==> src/rtl/traffic_seq_if.sv <==
`default_nettype none
// ============================================================================
// traffic_seq_if : button inputs and light outputs of the traffic sequencer
// Revision: 1.0
// ============================================================================
interface traffic_seq_if;
    logic       ped_req;
    logic       emergency;
    logic [2:0] color;
    logic       ped_wait;

    modport master (
        output ped_req,
        output emergency,
        input  color,
        input  ped_wait
    );

    modport slave (
        input  ped_req,
        input  emergency,
        output color,
        output ped_wait
    );
endinterface
`default_nettype wire

==> src/rtl/traffic_seq.sv <==
`default_nettype none
// ============================================================================
// traffic_seq : timed S1..S8 light sequencer with pedestrian latch and
//               emergency all-red override.
// Revision: 1.0
// ============================================================================
module traffic_seq #(
    parameter int CLK_DIV   = 100_000_000,
    parameter int T_SANTA_G = 10,
    parameter int T_INT_G   = 10,
    parameter int T_PED_G   = 8,
    parameter int T_YEL     = 3,
    parameter int T_ALLRED  = 2
) (
    input  wire logic    clk,
    input  wire logic    rst_n,
    traffic_seq_if.slave bus
);

    localparam int C_T_M1  = (T_SANTA_G > T_INT_G) ? T_SANTA_G : T_INT_G;
    localparam int C_T_M2  = (T_PED_G > T_YEL) ? T_PED_G : T_YEL;
    localparam int C_T_M3  = (C_T_M1 > C_T_M2) ? C_T_M1 : C_T_M2;
    localparam int C_T_MAX = (C_T_M3 > T_ALLRED) ? C_T_M3 : T_ALLRED;
    localparam int PW      = $clog2(CLK_DIV);
    localparam int TW      = (C_T_MAX > 1) ? $clog2(C_T_MAX) : 1;

    localparam logic [PW-1:0] C_PRESC_LAST = PW'(CLK_DIV - 1);

    typedef enum logic [2:0] {
        S1_SANTA_G = 3'b000,
        S2_SANTA_Y = 3'b001,
        S3_INT_G   = 3'b010,
        S4_INT_Y   = 3'b011,
        S5_PED_G   = 3'b100,
        S6_PED_Y   = 3'b101,
        S7_ALL_RED = 3'b110,
        S8_EMERG   = 3'b111
    } state_t;

    state_t        r_state;
    logic          r_dir;
    logic          r_pend;
    logic [PW-1:0] r_presc;
    logic [TW-1:0] r_tick;
    logic [1:0]    r_ped_sync;
    logic [1:0]    r_emg_sync;

    state_t        w_state_nxt;
    logic          w_dir_nxt;
    logic          w_pend_nxt;
    logic [PW-1:0] w_presc_nxt;
    logic [TW-1:0] w_tick_nxt;
    logic [TW-1:0] w_tick_last;
    logic          w_presc_last;
    logic          w_expire;
    logic          w_enter;
    logic          w_ped_s;
    logic          w_emg_s;

    assign w_ped_s = r_ped_sync[1];
    assign w_emg_s = r_emg_sync[1];

    always_comb begin
        w_tick_last = '0;
        case (r_state)
            S1_SANTA_G: w_tick_last = TW'(T_SANTA_G - 1);
            S2_SANTA_Y,
            S4_INT_Y,
            S6_PED_Y:   w_tick_last = TW'(T_YEL - 1);
            S3_INT_G:   w_tick_last = TW'(T_INT_G - 1);
            S5_PED_G:   w_tick_last = TW'(T_PED_G - 1);
            S7_ALL_RED: w_tick_last = TW'(T_ALLRED - 1);
            default:    w_tick_last = '0;
        endcase
    end

    assign w_presc_last = (r_presc == C_PRESC_LAST);
    assign w_expire     = w_presc_last && (r_tick == w_tick_last) && (r_state != S8_EMERG);

    // Emergency outranks everything, then S8 release, then normal expiry.
    always_comb begin
        w_state_nxt = r_state;
        w_dir_nxt   = r_dir;
        if (w_emg_s) begin
            w_state_nxt = S8_EMERG;
        end else if (r_state == S8_EMERG) begin
            w_state_nxt = S7_ALL_RED;
            w_dir_nxt   = 1'b0;
        end else if (w_expire) begin
            case (r_state)
                S1_SANTA_G: w_state_nxt = S2_SANTA_Y;
                S2_SANTA_Y: begin
                    w_state_nxt = S7_ALL_RED;
                    w_dir_nxt   = 1'b1;
                end
                S3_INT_G:   w_state_nxt = S4_INT_Y;
                S4_INT_Y: begin
                    w_state_nxt = S7_ALL_RED;
                    w_dir_nxt   = 1'b0;
                end
                S5_PED_G:   w_state_nxt = S6_PED_Y;
                S6_PED_Y: begin
                    w_state_nxt = S7_ALL_RED;
                    w_dir_nxt   = 1'b0;
                end
                S7_ALL_RED: begin
                    if (!r_dir)
                        w_state_nxt = S1_SANTA_G;
                    else if (r_pend)
                        w_state_nxt = S5_PED_G;
                    else
                        w_state_nxt = S3_INT_G;
                end
                default:    w_state_nxt = r_state;
            endcase
        end
    end

    assign w_enter = (w_state_nxt != r_state);

    always_comb begin
        w_presc_nxt = r_presc;
        w_tick_nxt  = r_tick;
        if (w_enter || (r_state == S8_EMERG)) begin
            w_presc_nxt = '0;
            w_tick_nxt  = '0;
        end else if (w_presc_last) begin
            w_presc_nxt = '0;
            w_tick_nxt  = r_tick + TW'(1);
        end else begin
            w_presc_nxt = r_presc + PW'(1);
        end
    end

    // Clear on entry into S5 is applied last so it wins over a same-cycle set.
    always_comb begin
        w_pend_nxt = r_pend;
        if (w_ped_s && (r_state != S5_PED_G) && (r_state != S6_PED_Y))
            w_pend_nxt = 1'b1;
        if ((w_state_nxt == S5_PED_G) && (r_state != S5_PED_G))
            w_pend_nxt = 1'b0;
    end

    always_ff @(posedge clk or negedge rst_n) begin
        if (!rst_n) begin
            r_state    <= S7_ALL_RED;
            r_dir      <= 1'b0;
            r_pend     <= 1'b0;
            r_presc    <= '0;
            r_tick     <= '0;
            r_ped_sync <= '0;
            r_emg_sync <= '0;
        end else begin
            r_state    <= w_state_nxt;
            r_dir      <= w_dir_nxt;
            r_pend     <= w_pend_nxt;
            r_presc    <= w_presc_nxt;
            r_tick     <= w_tick_nxt;
            r_ped_sync <= {r_ped_sync[0], bus.ped_req};
            r_emg_sync <= {r_emg_sync[0], bus.emergency};
        end
    end

    assign bus.color    = r_state;
    assign bus.ped_wait = r_pend;

endmodule
`default_nettype wire

==> src/flat_wrapper.sv <==
// flat-port wrapper written by rule: the top's interface ports become plain ports
module traffic_seq_flat 
#(
    parameter int CLK_DIV   = 100_000_000,
    parameter int T_SANTA_G = 10,
    parameter int T_INT_G   = 10,
    parameter int T_PED_G   = 8,
    parameter int T_YEL     = 3,
    parameter int T_ALLRED  = 2
)
  (clk, rst_n, bus_ped_req, bus_emergency, bus_color, bus_ped_wait);
  traffic_seq_if bus_i ();
  input  wire logic clk;
  input  wire logic rst_n;
  input wire logic [$bits(bus_i.ped_req)-1:0] bus_ped_req;
  input wire logic [$bits(bus_i.emergency)-1:0] bus_emergency;
  output wire logic [$bits(bus_i.color)-1:0] bus_color;
  output wire logic [$bits(bus_i.ped_wait)-1:0] bus_ped_wait;
  assign bus_i.ped_req = bus_ped_req;
  assign bus_i.emergency = bus_emergency;
  assign bus_color = bus_i.color;
  assign bus_ped_wait = bus_i.ped_wait;
  traffic_seq #(.CLK_DIV(CLK_DIV), .T_SANTA_G(T_SANTA_G), .T_INT_G(T_INT_G), .T_PED_G(T_PED_G), .T_YEL(T_YEL), .T_ALLRED(T_ALLRED)) u_core (.clk(clk), .rst_n(rst_n), .bus(bus_i));
endmodule
==> config.mk <==
export PLATFORM = sky130hd
export DESIGN_NAME = traffic_seq_flat
export DESIGN_NICKNAME = d
export VERILOG_FILES = /design/src/rtl/traffic_seq_if.sv /design/src/rtl/traffic_seq.sv /design/src/flat_wrapper.sv
export SDC_FILE = /design/constraint.sdc
export NUM_CORES = 1
export LEC_CHECK = 0
export BUFFER_PORTS_ARGS = -buffer_cell sky130_fd_sc_hd__buf_4
export CAP_MARGIN = 0
export CORE_ASPECT_RATIO = 0.6
export CORE_MARGIN = 1
export CORE_UTILIZATION = 47
export CTS_CLUSTER_SIZE = 30
export DETAILED_ROUTE_END_ITERATION = 10
export GPL_TIMING_DRIVEN = 0
export PLACE_DENSITY = 0.63
export SLEW_MARGIN = 20
export SYNTH_ARGS = -nofsm -noshare
export SYNTH_HDL_FRONTEND = slang
export SYNTH_SLANG_ARGS = --single-unit
==> constraint.sdc <==
create_clock -name clk -period 5.05 [get_ports clk]
set_clock_uncertainty 0.1 [all_clocks]
set_input_delay 1.01 -clock clk [delete_from_list [all_inputs] [get_ports clk]]
set_output_delay 1.01 -clock clk [all_outputs]
set_load 0.02 [all_outputs]
; ---- Word level (Yosys, flattened, before mapping)
; Index checks and enable logic that the tools add are counted.
[op_classes]
muxes = 16
bitwise_logic = 1
n_addsub = 2
n_eq_ne = 14
n_reduce_logical = 15
[op_table]
columns = op, count
row1 = $mux 27, 2
row2 = $add 27x1->27 const B, 1
row3 = $eq 27x27->1 const B, 1
row4 = $pmux 4 s4, 1
row5 = $eq 3x3->1 const B, 5
row6 = $mux 3, 5
row7 = $pmux 3 s5, 1
row8 = $ne 3x3->1 const B, 3
row9 = $mux 4, 2
row10 = $eq 3x2->1 const B, 2
row11 = $reduce_bool 2->1, 3
row12 = $logic_and 1x1->1, 5
row13 = $add 4x1->4 const B, 1
row14 = $eq 4x4->1, 1
row15 = $mux 1, 4
row16 = $reduce_or 2->1, 2
row17 = $eq 3x1->1 const B, 1
row18 = $logic_not 3->1, 1
row19 = $ne 3x3->1, 1
row20 = $reduce_and 3->1, 1
row21 = $reduce_bool 3->1, 1
row22 = $reduce_or 3->1, 1
row23 = $pmux 1 s2, 1
row24 = $logic_or 1x1->1, 1
row25 = $not 1->1, 1
[word_totals]
inputBits = 4
regBits = 40
elab_cells = 55
out_inout_bits = 4

; ---- Depth between registers and ports, before layout
; Gate-level depths: netlist (run 1).
[depth]
word_depth = 12
mapped_depth = 8
depth_no_buf = 7

; ---- Least setup slack after synthesis (run 1)
; Ideal clock, no wire load.
[synth_timing]
kind = reg-to-reg
from = reg u_core.r_state[2], in the netlist u_core.bus.color[2]
to = reg u_core.r_state[2], in the netlist u_core.bus.color[2]
n_path_buf = 1
t_arrival_ns = 2.054
slack_ns = 2.819
period_less_slack_ns = 2.231
setup_ns = 0.077
t_required_ns = 4.873
stages_incl_launch_ff = 8
path_cell_list = dfstp_2 -> buf_2 -> nor3b_1 -> xnor2_1 -> o311a_1 -> nand2_2 -> a211o_1 -> a21o_1
[synth_via]
elab_chain_len = 9
elab_cells_between_ends = 19
classes_between = 9 x eq/ne / 5 x mux / 5 x reduce/logical
[synth_rtl]
columns = item, line_no
row1 = "start, declared", traffic_seq.sv:40  ; state_t r_state;
row2 = "start signal, assigned", traffic_seq.sv:154  ; r_state <= w_state_nxt;
row3 = $eq 3x1->1 (tied with other cells), "traffic_seq.sv:65, traffic_seq.sv:90"
row4 = $reduce_or 3->1 (no source line) or $reduce_or 2->1 (tied branches), -
row5 = $pmux 4 s4, traffic_seq.sv:65  ; case (r_state)
row6 = $eq 4x4->1, traffic_seq.sv:78  ; assign w_expire = w_presc_last && (r_tick == w_tick_last) && (r_state != S8_EMERG);
row7 = $logic_and 1x1->1 (2 in a row), traffic_seq.sv:78
row8 = $mux 3, traffic_seq.sv:89  ; end else if (w_expire) begin
row9 = $mux 3 *, traffic_seq.sv:86  ; end else if (r_state == S8_EMERG) begin
row10 = $mux 3 *, traffic_seq.sv:84  ; if (w_emg_s) begin
row11 = via u_core.w_state_nxt[2], traffic_seq.sv:48  ; state_t w_state_nxt;
; The timed path passes the listed nets; every way through them passes the cells marked *.
; A chain may end at the register's enable or synchronous reset.

; ---- Final worst setup path (run 1)
[layout_timing]
from = reg u_core.r_state[2], in the netlist u_core.bus.color[2]
to = reg u_core.r_presc[6]
[layout_via]
elab_chain_len = 12
elab_cells_between_ends = 22
classes_between = 10 x eq/ne / 6 x mux / 6 x reduce/logical
[layout_rtl]
columns = item, line_no
row1 = $eq 3x1->1 (tied with other cells), "traffic_seq.sv:65, traffic_seq.sv:90"
row2 = $reduce_or 3->1 (no source line) or $reduce_or 2->1 (tied branches), -
row3 = $pmux 4 s4, traffic_seq.sv:65
row4 = $eq 4x4->1, traffic_seq.sv:78
row5 = $logic_and 1x1->1 (2 in a row), traffic_seq.sv:78
row6 = $mux 3, traffic_seq.sv:89
row7 = $mux 3, traffic_seq.sv:86
row8 = $mux 3, traffic_seq.sv:84
row9 = $ne 3x3->1, traffic_seq.sv:119  ; assign w_enter = (w_state_nxt != r_state);
row10 = $logic_or 1x1->1 *, traffic_seq.sv:124  ; if (w_enter || (r_state == S8_EMERG)) begin
row11 = $mux 27 *, traffic_seq.sv:124
row12 = via u_core.w_presc_nxt[6], traffic_seq.sv:51  ; logic [PW-1:0] w_presc_nxt;
row13 = "end signal, assigned", traffic_seq.sv:157  ; r_presc <= w_presc_nxt;
row14 = "end, declared", traffic_seq.sv:43  ; logic [PW-1:0] r_presc;
; Marks and branches as above.

==> results of run 1 <==
==> flip-flops by register name, indices dropped and copies added (netlist names) <==
register / cells
u_core.r_dir: 1
u_core.bus.ped_wait: 1
u_core.bus.color: 3
u_core.r_tick: 4
u_core.r_emg_sync: 2
u_core.r_ped_sync: 2
u_core.r_presc: 27
==> power breakdown <==
group          total [mW]  internal [mW]  switching [mW]
sequential          0.325          0.323         0.00219
combinational      0.0220        0.00671          0.0153
clock               0.278          0.174           0.103
total               0.625          0.504           0.121
==> worst register-to-register path: cells and delay by family, from the launching register on <==
kind / cells / cell delay, ns
simple gates: 4 / 0.78
flops: 1 / 0.56
buf+inv: 2 / 0.47
compound gates: 1 / 0.30
xor+xnor: 1 / 0.17
==> stage by stage <==
stage	cells	hold WS [ns]	setup WS [ns]	utilization	total power, mW
finish	279	0.250	2.56	0.557	0.625
floorplan	204	0.231	2.82	-	0.342
CTS	279	0.254	2.57	0.557	0.635
detailed placement	271	0.237	2.59	0.527	0.354
global placement	271	0.237	2.61	0.527	0.353
global route	279	0.258	2.43	0.557	0.653
==> cells in the final DEF (no fill, tap or decap), types with 4 or more instances in the layout <==
cell / count
buf_4: 10
nand2b_1: 6
nand4_1: 7
xor2_1: 18
nand2_1: 15
inv_1: 6
nor2_1: 40
clkbuf_8: 7
a21oi_1: 4
dfrtp_1: 38
nand3_1: 9
xnor2_1: 12
==> cell families (layout without fill, tap and decap cells) <==
group,Yosys count,in the layout,share of synthesized area
compound gates,15,15,0.0587
xor+xnor,30,30,0.127
fa+ha+maj,2,2,0.0121
buf+inv,12,27,0.0291
flops,40,40,0.485
mux,2,2,0.00969
simple gates,103,103,0.278
==> layout make-up <==
type	instances	share of cell area
Sequential cell	40	0.432
Timing Repair Buffer	7	0.0226
Buffer	6	0.0162
Multi-Input combinational cell	152	0.432
Clock buffer	7	0.0415
Inverter	6	0.00970
Tap cell	60	0.0323
Clock inverter	1	0.0129
==> layer usage <==
layer	global-route usage	vias up
li1	-	726
met1	0.284	723
met2	0.277	27
met3	0.0515	2
met4	0.0410	0
met5	0	-
==> worst paths after layout <==
path / endpoint / slack, ns / cells past startpoint
worst max-delay path: u_core.r_presc[6]$_DFF_PN0_ / 2.56 / 8
worst min-delay path: u_core.r_ped_sync[1]$_DFF_PN0_ / 0.25 / 0
worst max register to register: u_core.r_presc[6]$_DFF_PN0_ / 2.56 / 8
worst min register to register: u_core.r_ped_sync[1]$_DFF_PN0_ / 0.25 / 0
max in group asynchronous: u_core.bus.color[1]$_DFF_PN1_ / 3.90 / 1
min in group asynchronous: u_core.r_presc[12]$_DFF_PN0_ / 0.58 / 1
==> metrics.yaml, run 1 <==
multi_input_area_um2: 1000
period_minus_slack_ns: 2.49
io_buffers: 7
cp-end-kind: "flip-flop"
die_area_um2: 4680
synth_edf_count: 0
arrival_ns: 2.56
power_density_nw_per_um2: 269
synthesis.area_um2: 2070
cts-root-buf: "clkbuf_8"
min_from: "u_core.r_ped_sync[0]$_DFF_PN0_"
postCtsHoldBufs: 0
synth_top_cells_by_area: "dfrtp_1 (46%), xor2_1 (7.6%), nor2_1 (7.3%)"
grtUsageTotal: 0.192
grt_pass1_wl_um: 6510
cts_sinks: 40
drcViolationCount: 0
crit_family: "simple AND/OR/NAND/NOR gates"
finalCritPeriodShare: 0.493
max_slew_margin: 0.567
crit_type: "reg -> reg"
antennaDiodeCount: 0
grt_antenna_before_repair: 0
yosysSeqAreaShare: 0.485
die_h_um: 53.4
grt_setup_unrepaired: "no"
viasPerCell: 5.30
drive_gt1_frac: 0.164
synth_cells: 204
netlist.area_leader.share: 0.460
ir_worst_vdd_v: 0.000165
worst-path-buf-inv: 2
cts_tree: "built"
synthMostInstantiatedCell: "nor2_1"
worstPathRequired_ns: 5.12
grt_pass1_vias: 1347
cts_resized: 0
synth_commonest_cells: "nor2_1 (40), dfrtp_1 (38), xor2_1 (18)"
finalSetupViolCount: 0
area_growth_pct: 12.3
dp_hpwl_um: 2920
routedWlPerCell_um: 14.0
route.antenna.remaining_nets: 0
drv_cap: 0
grt_overflow: 0
crit_start: "u_core.bus.color[2]$_DFF_PN1_"
leakagePower_nw: 0.957
routed.top_layer: "met4"
ys_warn_count: 0
route.met3.wl_um: 184
hold_class: "reg -> reg"
worst_pin_slew_ns: 0.643
ys.flop_type: "dfrtp_1"
hold_violations: 0
fin_area_um2: 2320
initial_utilization: 0.496
coreArea_um2: 4170
cts_made_buffers: 5
ff_latch_area_um2: 1000
gp_congestion: 0.777
dr.first_iter.drc_count: 73
first_pass_iters: 4
syn-mean-instance-area_um2: 10.1
num_io_pins: 8
fin_nets: 224
synthesis.nets: 210
max_stage_delay_ns: 0.56
wl_met2_um: 1690
std_cell_rows: 18
h-tree-depth: 2
reg2reg_from: "u_core.bus.color[2]$_DFF_PN1_"
met1_length_um: 2010
placed_cell_area_um2: 2190
slew_violations: 0
grt_max_degree: 41
fmax_mhz: 402
vias: 1478
die_w_um: 87.6
cp-start-kind: "flip-flop"
async_flop_share: 1.00
synthDistinctLibCells: 41
ys_ff_latch: 40
path_cells: "buf_2 > nor3b_1 > xnor2_1 > o311a_1 > nand2_2 > nand2_2 > buf_2 > nor2_1"
clock_latency_ns: 0.29
slowest_stage: "dfstp_2"
totalWireLength_um: 3900
post_cts_buffers: 0
status: "completed"
clockBufferDepth: 2
clkSlewWorstSetupHoldPaths_ns: 0.07
fin_setup_tns_ns: 0
nFillCells: 364
crit_fanout: 10
synth_top_area_cell: "dfrtp_1"
Note: power is estimated with default switching activity, not from simulation.
==> inputs of run 2 (changes only) <==
--- a/config.mk
+++ b/config.mk
@@ -5,6 +5,7 @@
 export SDC_FILE = /design/constraint.sdc
 export NUM_CORES = 1
 export LEC_CHECK = 0
+export ABC_AREA = 1
 export BUFFER_PORTS_ARGS = -buffer_cell sky130_fd_sc_hd__buf_4
 export CAP_MARGIN = 0
 export CORE_ASPECT_RATIO = 0.6
@@ -13,7 +14,7 @@
 export CTS_CLUSTER_SIZE = 30
 export DETAILED_ROUTE_END_ITERATION = 10
 export GPL_TIMING_DRIVEN = 0
-export PLACE_DENSITY = 0.63
+export PLACE_DENSITY = 0.65
 export SLEW_MARGIN = 20
 export SYNTH_ARGS = -nofsm -noshare
 export SYNTH_HDL_FRONTEND = slang
==> constraint.sdc (replaced) <==
create_clock -name clk -period 2.23 [get_ports clk]
set_clock_uncertainty 0.1 [all_clocks]
set_input_delay 0.446 -clock clk [delete_from_list [all_inputs] [get_ports clk]]
set_output_delay 0.446 -clock clk [all_outputs]
set_load 0.02 [all_outputs]
==> metrics.yaml, run 2 <==
route.antenna.remaining_nets: 0
fin_nets: 353
totalWireLength_um: 6080
top_register: "u_core.r_presc"
final_cell_mix: "nand2_1 (63), dfrtp_1 (38), nor2_4 (36)"
hold_class: "in -> async"
die_h_um: 61.9
worst_r2r_path_depth: 15
p_clk_frac: 0.412
leakagePower_nw: 1.42
io_buffers: 7
routedWlPerCell_um: 14.2
synth_cells: 320
crit_type: "reg -> reg"
largest_reg_flops: 27
synth_edf_count: 0
netlist.area_leader.share: 0.338
crit_path_frequent_cell: "nand2_4"
cts_tree: "built"
drcViolationCount: 0
dp_hpwl_um: 4270
clockBufferDepth: 2
power_density_nw_per_um2: 456
cp-start-kind: "flip-flop"
reg2reg_from: "u_core.bus.color[2]$_DFF_PN1_"
slowest_stage: "dfstp_2"
grtUsageTotal: 0.212
drv_cap: 0
worstPathRequired_ns: 2.37
nFillCells: 511
slew_violations: 0
ys.flop_type: "dfrtp_1"
coreArea_um2: 5680
reg2reg_slack_ns: -0.01
cts-root-buf: "clkbuf_8"
die_w_um: 102
arrival_ns: 2.38
yosysSeqAreaShare: 0.357
fmax_mhz: 446
cts_sinks: 40
synth_commonest_cells: "nand2_1 (65), dfrtp_1 (38), nor2_4 (35)"
period_minus_slack_ns: 2.24
initial_utilization: 0.496
num_io_pins: 8
layout_setup_ws_ns: -0.0106
grt_pass1_vias: 1919
rr_endpoint: "u_core.r_tick[1]$_DFFE_PN0P_"
power_frac_seq: 0.486
layout_commonest_cell: "nand2_1"
p_sw_frac: 0.250
combPwrFrac: 0.103
p_sw_mw: 0.380
grt_setup_unrepaired: "yes"
intPower_mw: 1.14
syn-mean-instance-area_um2: 8.79
finalSetupViolCount: 4
max_slew_margin: 0.654
violations: "setup timing"
first_pass_iters: 5
clkSlewWorstSetupHoldPaths_ns: 0.09
ir_worst_vdd_v: 0.000284
synth_top_cells_by_area: "dfrtp_1 (34%), nor2_4 (14%), nand2_1 (8.7%)"
worst_pin_slew_ns: 0.519
area_growth_pct: 18.1
place_worst_setup_slack_ns: -0.0785
grt_overflow: 0
clock_latency_ns: 0.31
async_flop_share: 1.00
path_depth: 15
dr.first_iter.drc_count: 175
synthesis.area_um2: 2810
worst-path-buf-inv: 4
die_area_um2: 6310
synthesis.nets: 326
hold_violations: 0
postCtsHoldBufs: 0
finalCritPeriodShare: 1.00
grt_pass1_wl_um: 9670
finalPower_mw: 1.52
crit_family: "simple AND/OR/NAND/NOR gates"
path_cells: "buf_8 > inv_4 > nand2_4 > nand2_4 > nand2_2 > nand3_2 > nor2_4 > nand2_2 > nand2_4 > nand3_4 > a21oi_4 > nand3_4 > buf_12 > clkbuf_16 > nor2_4"
synth_top_area_cell: "dfrtp_1"
cts_made_buffers: 5
max_stage_delay_ns: 0.56
synthMostInstantiatedCell: "nand2_1"
ys_ff_latch: 40
cp-end-kind: "flip-flop"
status: "complete, but fails checks"
crit_fanout: 8
drive_gt1_frac: 0.359
std_cell_rows: 21
h-tree-depth: 2
ys_warn_count: 0
viasPerCell: 4.94
synthDistinctLibCells: 35
gp_congestion: 0.876
vias: 2113
antennaDiodeCount: 0
grt_antenna_before_repair: 0
grt_max_degree: 41
==> run 2: cell count changes in the layout (fill, tap and decap cells not counted), sizes merged, moves of 3 or more <==
cell    before  now
nand2       17   80
inv          6   33
nor2        40   67
nand3       10   31
buf         13   23
nor3         5   14
or2          0    8
xnor2       12    4
nand2b       6    0
and4         3    0
nor2b        3    0
nor4b        3    0
xor2        18   15
==> run 2: cells by family after synthesis <==
logic type | after synthesis | synth area share
adders and majority gates | 2 | 0.00889
and+or+nand+nor | 210 | 0.471
AOI/OAI and AO/OA | 9 | 0.0218
xor gates and xnor gates | 19 | 0.0591
DFF | 40 | 0.357
buffers and inverters | 39 | 0.0783
muxes | 1 | 0.00400
==> run 2: final cells by class <==
cell class | instances | area [µm²] | share of cell area
Buffer | 6 | 106 | 0.0320
Clock buffer | 5 | 68.8 | 0.0207
Clock inverter | 3 | 47.5 | 0.0143
Inverter | 33 | 134 | 0.0403
Multi-Input combinational cell | 241 | 1650 | 0.495
Sequential cell | 40 | 1000 | 0.302
Tap cell | 80 | 100 | 0.0301
Timing Repair Buffer | 20 | 218 | 0.0655
==> run 2: layer usage <==
metal / vias up / GRT usage / share of wire
li1: 1073 / - / -
met1: 987 / 0.332 / 0.55
met2: 47 / 0.278 / 0.39
met3: 6 / 0.0526 / 0.056
met4: 0 / 0.0612 / 0.0081
met5: - / 0 / 0
==> run 2: power by group through the flow <==
stage / combinational (mW) / clock, mW / sequential, mW
finish: 0.156 / 0.624 / 0.737
global route: 0.168 / 0.664 / 0.738
CTS: 0.135 / 0.638 / 0.735
detailed placement: 0.115 / 0 / 0.750
global placement: 0.115 / 0 / 0.750
floorplan: 0.0808 / 0 / 0.751
==> run 2: how the worst max path moves through the flow <==
stage | slack [ns] | start | end
5_1_grt | -0.13 | u_core.bus.color[2]$_DFF_PN1_ | u_core.r_tick[1]$_DFFE_PN0P_
4_1_cts | -0.05 | u_core.bus.color[2]$_DFF_PN1_ | u_core.r_presc[7]$_DFF_PN0_
3_3_place_gp | -0.08 | u_core.r_presc[0]$_DFF_PN0_ | u_core.r_presc[8]$_DFF_PN0_
3_5_place_dp | -0.08 | u_core.r_presc[0]$_DFF_PN0_ | u_core.r_presc[8]$_DFF_PN0_
2_1_floorplan | 0.13 | u_core.bus.color[2]$_DFF_PN1_ | u_core.r_presc[8]$_DFF_PN0_
6_report | -0.01 | u_core.bus.color[2]$_DFF_PN1_ | u_core.r_tick[1]$_DFFE_PN0P_
==> run 2: through the flow <==
stage                     instance area (µm²)  hold slack, ns  instances  utilization  setup TNS (ns)
final                                    3320         0.00374        428        0.586         -0.0149
after global routing                     3320          0.0508        428        0.586           -3.30
after CTS                                3170          0.0302        420        0.559          -0.814
after detailed placement                 2970           0.236        407        0.523           -1.79
after global placement                   2970           0.233        407        0.523           -1.56
after floorplan                          2810          0.0504        320            -               0
==> run 2: what timing repair did <==
action / in CTS / in global routing
hold endpoints to repair: 0 / 0
pin swaps: 0 / 3
endpoints found under the setup margin: 30 / 31
cloned: 1 / 2
setup buffers: 4 / 6
resized for setup: 5 / 12
==> inputs of run 3 (changes only) <==
--- a/config.mk
+++ b/config.mk
@@ -14,7 +14,7 @@
 export CTS_CLUSTER_SIZE = 30
 export DETAILED_ROUTE_END_ITERATION = 10
 export GPL_TIMING_DRIVEN = 0
-export PLACE_DENSITY = 0.65
+export PLACE_DENSITY = 0.63
 export SLEW_MARGIN = 20
 export SYNTH_ARGS = -nofsm -noshare
 export SYNTH_HDL_FRONTEND = slang
==> constraint.sdc (replaced) <==
create_clock -name clk -period 2.07 [get_ports clk]
set_clock_uncertainty 0.1 [all_clocks]
set_input_delay 0.414 -clock clk [delete_from_list [all_inputs] [get_ports clk]]
set_output_delay 0.414 -clock clk [all_outputs]
set_load 0.02 [all_outputs]
==> metrics.yaml, run 3 (same netlist as run 2, synthesis figures left out) <==
status: "complete, but fails checks"
violations: "setup timing"
fin_cells: 432
die_w_um: 102
worst-path-buf-inv: 4
area_growth_pct: 20.3
crit_family: "simple AND/OR/NAND/NOR gates"
grt_max_degree: 41
clkSlewWorstSetupHoldPaths_ns: 0.08
cp-end-kind: "flip-flop"
h-tree-depth: 2
power_density_nw_per_um2: 477
grt_use_met1: 0.338
finalCritPeriodShare: 1.09
nFillCells: 530
clockBufferDepth: 2
hold_violations: 0
cts_tree: "built"
dp_cells: 407
arrival_ns: 2.35
drcViolationCount: 0
antennaDiodeCount: 0
finalSetupViolCount: 31
top_register: "u_core.r_presc"
fin_area_um2: 3390
clock_latency_ns: 0.30
ff_latch_area_um2: 1000
io_buffers: 7
final_core_util: 0.597
max_slew_margin: 0.622
worst_pin_slew_ns: 0.567
crit_type: "reg -> reg"
path_depth: 16
worstPathRequired_ns: 2.16
path_cells: "buf_8 > inv_4 > nand2_4 > nand2_4 > nand2_2 > nand3_2 > nor2_4 > nand2_2 > nand2_1 > nand3_2 > nand2_2 > nand2_2 > nand3_4 > buf_12 > clkbuf_16 > nor2_4"
slowest_stage: "dfstp_2"
grt_use_met2: 0.288
period_minus_slack_ns: 2.26
finalPower_mw: 1.62
dr.first_iter.drc_count: 102
grt.busiest_layer: "met1"
dp_hpwl_um: 4350
initial_utilization: 0.496
vias: 2109
num_io_pins: 8
viasPerCell: 4.88
grt_antenna_before_repair: 0
slew_violations: 0
layout_setup_ws_ns: -0.193
die_area_um2: 6310
grt_util_met3: 0.0503
drv_cap: 0
cts-root-buf: "clkbuf_8"
drive_gt1_frac: 0.384
gp_congestion: 0.908
worst_r2r_path_depth: 16
cts_made_buffers: 5
totalWireLength_um: 6190
hold_class: "in -> reg"
ir_worst_vdd_v: 0.000318
final_cell_mix: "nand2_1 (61), dfrtp_1 (38), nor2_4 (37)"
leakagePower_nw: 1.42
grt_pass1_vias: 1940
largest_reg_flops: 27
cts_sinks: 40
route.antenna.remaining_nets: 0
max_stage_delay_ns: 0.55
fin_setup_tns_ns: -4.31
grt_setup_unrepaired: "yes"
first_pass_iters: 4
fin_nets: 357
coreArea_um2: 5680
die_h_um: 61.9
whs_path_depth: 1
multi_input_area_um2: 1690
grt_overflow: 0
cp-start-kind: "flip-flop"
crit_path_frequent_cell: "nand2_2"
grtUsageTotal: 0.215
routedWlPerCell_um: 14.3
fmax_mhz: 442
placed_cell_area_um2: 2970
grt_pass1_wl_um: 9840
layout_commonest_cell: "nand2_1"
std_cell_rows: 21
crit_fanout: 7
run 3: layer usage:
metal	wire length, µm	vias to the layer above
li1	-	1076
met1	3300	997
met2	2540	32
met3	305	4
met4	40	0
met5	0	-
run 3: where the power goes:
group          leakage (nW)  total, mW  switching [mW]  internal (mW)
logic                 0.828      0.173          0.0988         0.0737
clock network        0.0541      0.651           0.294          0.357
registers             0.534      0.792         0.00340          0.788
run 3: metrics by stage:
step                hold slack [ns]  worst slack, ns
finish                        0.113           -0.193
global route                  0.108           -0.339
CTS                           0.103           -0.202
detailed placement            0.238           -0.281
global placement              0.235           -0.246
floorplan                    0.0184         0.000317
run 3: what timing repair did:
item	4_1_cts	5_1_grt
cloned	2	1
hold buffers	1	0
hold endpoints to repair	5	0
pin swaps	8	11
setup endpoints to repair	32	32
setup buffers	10	5
resized for setup	12	20
run 3: worst reg2reg max path, delay by kind of cell (launching register included):
kind / cells / cell delay, ns
flip-flops: 1 / 0.55
buffers and inverters: 4 / 0.51
AND/OR/NAND/NOR: 12 / 0.98
run 3: final cells by class:
class | count | share of cell area
Buffer | 5 | 0.0251
Clock buffer | 5 | 0.0203
Clock inverter | 3 | 0.0126
Inverter | 33 | 0.0403
Multi-Input combinational cell | 241 | 0.499
Sequential cell | 40 | 0.296
Tap cell | 80 | 0.0296
Timing Repair Buffer | 25 | 0.0769
run 3: final timing paths:
path	slack (ns)	to	start
setup / recovery	-0.19	u_core.r_presc[12]$_DFF_PN0_	u_core.bus.color[2]$_DFF_PN1_
hold / removal	0.11	u_core.r_emg_sync[0]$_DFF_PN0_	bus_emergency
setup reg to reg	-0.19	u_core.r_presc[12]$_DFF_PN0_	u_core.bus.color[2]$_DFF_PN1_
hold reg to reg	0.25	u_core.r_ped_sync[1]$_DFF_PN0_	u_core.r_ped_sync[0]$_DFF_PN0_
max in group asynchronous	0.97	u_core.bus.color[1]$_DFF_PN1_	rst_n
min in group asynchronous	0.52	u_core.r_presc[24]$_DFF_PN0_	rst_n
